`config.mk`:
```
export PLATFORM = sky130hd
export DESIGN_NAME = rr_grant_arbiter_8
export DESIGN_NICKNAME = d
export VERILOG_FILES = /design/src/rtl/rr_grant_arbiter_8.sv
export SDC_FILE = /design/constraint.sdc
export NUM_CORES = 1
export LEC_CHECK = 0
export ABC_AREA = 1
export CAP_MARGIN = 40
export CORE_MARGIN = 1
export CORE_UTILIZATION = 53
export DETAILED_ROUTE_END_ITERATION = 10
export PLACE_DENSITY = 0.78
export SYNTH_ARGS = -nofsm -noshare
export SYNTH_HDL_FRONTEND = slang
export SYNTH_SLANG_ARGS = --single-unit
```
`constraint.sdc`:
```
create_clock -name clk -period 3.1 [get_ports clk]
set_clock_uncertainty 0.05 [all_clocks]
set_input_delay 0.62 -clock clk [delete_from_list [all_inputs] [get_ports clk]]
set_output_delay 0.62 -clock clk [all_outputs]
set_load 0.01 [all_outputs]
```
`src/rtl/rr_grant_arbiter_8.sv`:
```
// Round-robin arbiter for 8 requesters: registered one-hot grant plus binary index.
// Optional forced revoke after MAX_HOLD cycles when ARB_TIMEOUT_EN is defined.
//
// state | meaning
// IDLE  | no grant held; next edge with req!=0 grants first set bit from ptr
// GRANT | grant held until owner drops req (or hold limit with ARB_TIMEOUT_EN)
module rr_grant_arbiter_8 #(
  parameter int NUM_REQ  = 8,
  parameter int MAX_HOLD = 16
) (
  input  logic                       clk,
  input  logic                       rst_n,
  input  logic [NUM_REQ-1:0]         req,
  output logic [NUM_REQ-1:0]         gnt,
  output logic [$clog2(NUM_REQ)-1:0] gnt_idx,
  output logic                       gnt_valid,
  output logic                       timeout
);

  localparam int IDX_W = $clog2(NUM_REQ);

  if (NUM_REQ != 8 || MAX_HOLD < 2 || MAX_HOLD > 255) begin : g_bad_param
    $error("rr_grant_arbiter_8: NUM_REQ must be 8 and MAX_HOLD in 2..255");
  end

  typedef enum logic {IDLE, GRANT} state_t;

  state_t             state, state_nxt;
  logic [NUM_REQ-1:0] gnt_nxt;
  logic [IDX_W-1:0]   idx_nxt;
  logic [IDX_W-1:0]   ptr, ptr_nxt;
  logic [IDX_W-1:0]   sel, cand;
  logic               sel_found;
  logic               timeout_nxt;

`ifdef ARB_TIMEOUT_EN
  logic [7:0] hold_cnt, hold_cnt_nxt;
`endif

  // Rotating search: ptr, ptr+1, ... wrapping through the 3-bit index.
  always_comb begin
    sel       = '0;
    cand      = '0;
    sel_found = 1'b0;
    for (int k = 0; k < NUM_REQ; k++) begin
      cand = ptr + IDX_W'(k);
      if (!sel_found && req[cand]) begin
        sel       = cand;
        sel_found = 1'b1;
      end
    end
  end

  always_comb begin
    state_nxt   = state;
    gnt_nxt     = gnt;
    idx_nxt     = gnt_idx;
    ptr_nxt     = ptr;
    timeout_nxt = 1'b0;
`ifdef ARB_TIMEOUT_EN
    hold_cnt_nxt = hold_cnt;
`endif
    case (state)
      IDLE: begin
        if (sel_found) begin
          state_nxt = GRANT;
          gnt_nxt   = NUM_REQ'(1) << sel;
          idx_nxt   = sel;
`ifdef ARB_TIMEOUT_EN
          hold_cnt_nxt = '0;
`endif
        end
      end
      GRANT: begin
        if (!req[gnt_idx]) begin
          state_nxt = IDLE;
          gnt_nxt   = '0;
          idx_nxt   = '0;
          ptr_nxt   = gnt_idx + IDX_W'(1);
        end
`ifdef ARB_TIMEOUT_EN
        else if (hold_cnt == 8'(MAX_HOLD - 1)) begin
          state_nxt   = IDLE;
          gnt_nxt     = '0;
          idx_nxt     = '0;
          ptr_nxt     = gnt_idx + IDX_W'(1);
          timeout_nxt = 1'b1;
        end else begin
          hold_cnt_nxt = hold_cnt + 8'd1;
        end
`endif
      end
      default: state_nxt = IDLE;
    endcase
  end

  always_ff @(posedge clk or negedge rst_n) begin
    if (!rst_n) begin
      state   <= IDLE;
      gnt     <= '0;
      gnt_idx <= '0;
      ptr     <= '0;
    end else begin
      state   <= state_nxt;
      gnt     <= gnt_nxt;
      gnt_idx <= idx_nxt;
      ptr     <= ptr_nxt;
    end
  end

  assign gnt_valid = |gnt;

`ifdef ARB_TIMEOUT_EN
  always_ff @(posedge clk or negedge rst_n) begin
    if (!rst_n) begin
      hold_cnt <= '0;
      timeout  <= 1'b0;
    end else begin
      hold_cnt <= hold_cnt_nxt;
      timeout  <= timeout_nxt;
    end
  end
`else
  // Without the hold limit the revoke path never fires.
  assign timeout = 1'b0;
  logic unused_timeout;
  assign unused_timeout = timeout_nxt;
`endif

endmodule
```
==> flow_summary.yaml <==
clock_network:
  cts_buffers: 3
  cts_tree: "yes"
  cts_resized: 0
  cts_root_buf: "clkbuf_4"
  cts_setup_buffers: 0
  h-tree-depth: 1
  cts-hold-fix-buffers: 0
  clockBufferDepth: 2
  worstSkewPairLatency_ns: 0.30
  numClockSinks: 15
  clk_pin_slew_worst_paths_ns: 0.10
setup_path:
  cp.arrival_ns: 2.73
  r2r_start: "ptr[0]"
  path_max_fanout: 7
  crit_start: "ptr[0]"
  slowest_delay_ns: 0.40
  path_depth: 15
  crit_slowest_cell: "ha_1"
  cpMostUsedCell: "nand2_1"
  crit_end: "gnt[2]"
  crit_path_start_kind: "register"
  critPathRequiredTime_ns: 3.29
  r2r_slack_ns: 0.56
  critPathBufInv: 2
  cp_top_family: "simple AND/OR/NAND/NOR gates"
  crit_chain: "inv_2 -> ha_1 -> inv_2 -> nand3_2 -> nand2_2 -> nand2_1 -> nand2_1 -> nor2_1 -> o21ai_1 -> nand2_1 -> nor2_1 -> nand3_1 -> nor2_1 -> nand3_1 -> nand2_1"
  rr_endpoint: "gnt[2]"
  cp-end-kind: "register"
  crit_type: "register to register"
  ff2ff_path_depth: 15
drt:
  drt-pass1-iter-count: 5
  remaining_drc_errors: 0
  routed_wirelength_um: 3982
  routedWlPerCell_um: 12.97
  ant_nets: 0
  first_iter_violations: 111
  drt-vias-per-instance: 5.537
  vias: 1700
synth:
  async_flop_share: 1.000
  synth.yosys.seq_area_share: 0.2252
  syn_avg_cell_area_um2: 6.944
  synth-adder-area-share: 0.02252
  ys_warn_count: 0
  syn_area_mm2: 0.001667
  synth_ff_type: "dfrtp_1"
  yosysTopAreaCellShare: 0.2252
  synth_top_area_cell: "dfrtp_1"
  post-synth-top-count-cell: "nand2_1"
  synth-simple-area-share: 0.5345
  synthTopCellsByArea: "dfrtp_1, nand2_1, nand3_1"
  synth_top_family_by_area: "simple AND/OR/NAND/NOR gates"
  synthCells: 240
  yosysUniqueCellTypes: 40
  synth_seq_cells: 15
  synth_compound_area_frac: 0.08784
  syn-num-nets: 253
  synthXorXnorAreaFrac: 0.04730
  synth_common_cells: "nand2_1, nand3_1, nor2_1, dfrtp_1, inv_1"
  synth_edf_count: 0
  yosys-mux-area-fraction: 0
timing:
  fin_crit_sh: 0.8186
  fmax_ghz: 0.3941
  grt_setup_unrepaired: "false"
  worstMarginPinSlew_ns: 0.6466
  finalSetupViolations: 0
  slew_headroom: 0.5676
  fin_crit_ns: 2.538
  slew_violations: 0
  finalHoldViolCount: 0
  tns_ns: 0
placed_design:
  place.gp.congestion: 0.8686
  port_buffers: 21
  dp_hpwl_um: 3253
global_routing:
  grt_pass1_wl_um: 7044
  grt_max_degree: 16
  grt_antenna_before_repair: 0
  grt_usage: 0.2691
  overflow: 0
  first_global_vias: 1516
floorplanning:
  coreArea_mm2: 0.002877
  ios: 23
  die_h_um: 58.08
  dieArea_mm2: 0.003373
  row_count: 19
  initial_core_util: 0.5794
  chipWidth_um: 58.08
outcome:
  status: "completed"
worst_hold_path:
  worstHoldStart: "gnt[5]"
  hp-class: "register to register"
cells_and_area:
  nets: 279
  antenna_cells: 0
  drive_above_1_share: 0.1925
  syn2layout_area_growth_pct: 17.04
  fillerInstances: 254
run:
  cap_violations: 0
## worst reg2reg max path: stages (launching register included)
cell and delay, ns:
dfrtp_1 0.37, inv_2 0.04, ha_1 0.40, inv_2 0.21, nand3_2 0.13, nand2_2 0.09
nand2_1 0.05, nand2_1 0.12, nor2_1 0.07, o21ai_1 0.14, nand2_1 0.09, nor2_1 0.11
nand3_1 0.08, nor2_1 0.26, nand3_1 0.17, nand2_1 0.09
## placed cells by master (no fill, tap or decap), types with 2 or more instances in the layout
master           Yosys  routed
a21oi_1              6       6
a221oi_1             2       2
buf_4                2       6
clkbuf_4             0       3
clkdlybuf4s50_1      0      21
dfrtp_1             15      15
ha_1                 3       3
inv_1               14      14
inv_2                5       5
nand2_1             70      70
nand2_2              8       8
nand2_4              4       4
nand3_1             36      36
nand3_2              8       8
nand4_1              6       6
nor2_1              20      20
nor2_4               2       2
nor2_8               2       2
nor3_1               2       2
nor4_1               2       2
o21ai_0              4       4
o21ai_1              4       4
o22ai_1              2       2
xnor2_1              2       2
xor2_1               2       2
## flip-flops by register name (all words and copies together), names as in the netlist
| signal | count |
|---|---|
| gnt | 8 |
| ptr | 3 |
| gnt_idx | 3 |
| state | 1 |
## worst min-delay path by stage
stage               endpoint  slack [ns]  cells after the start
floorplan             gnt[0]        0.27                      0
global placement      gnt[3]        0.45                      2
detailed placement    gnt[3]        0.45                      2
CTS                   gnt[5]        0.47                      2
global route          gnt[6]        0.49                      2
finish                gnt[5]        0.47                      2
## through the flow
stage / setup WS (ns) / hold slack [ns] / utilization / area, µm² / std cells
finish: 0.5624 / 0.4687 / 0.6781 / 1951 / 307
global route: 0.2987 / 0.4915 / 0.6781 / 1951 / 307
CTS: 0.6127 / 0.4696 / 0.6781 / 1951 / 307
detailed placement: 0.3034 / 0.4473 / 0.6677 / 1921 / 303
global placement: 0.3452 / 0.4497 / 0.6677 / 1921 / 303
floorplan: 0.6806 / 0.2744 / - / 1667 / 240
## layout make-up
cell class | instances | area (µm²) | area share
multi-input combinational | 198 | 1157 | 0.5933
sequential | 15 | 375.4 | 0.1924
timing repair buffer | 27 | 255.2 | 0.1309
inverter | 21 | 80.08 | 0.04105
tap | 42 | 52.55 | 0.02694
clock buffer | 3 | 22.52 | 0.01155
clock inverter | 1 | 7.507 | 0.003849
## cell families (layout without fill, tap and decap cells)
logic type	Yosys count	in the layout
xor gates and xnor gates	6	6
adders and majority gates	3	3
and+or+nand+nor	166	166
buffers and inverters	27	52
AOI/OAI and AO/OA	22	22
DFF	15	15
other	1	1
## layer usage
layer	wire (µm)	track usage	up-vias
li1	-	-	850
met2	1739	0.4072	66
met1	1956	0.4117	781
met3	272	0.05357	3
met4	14	0.02041	0
met5	0	0	-
Power is not shown: default switching activity piles up to over one toggle a cycle in this logic, so the estimate is an artifact.
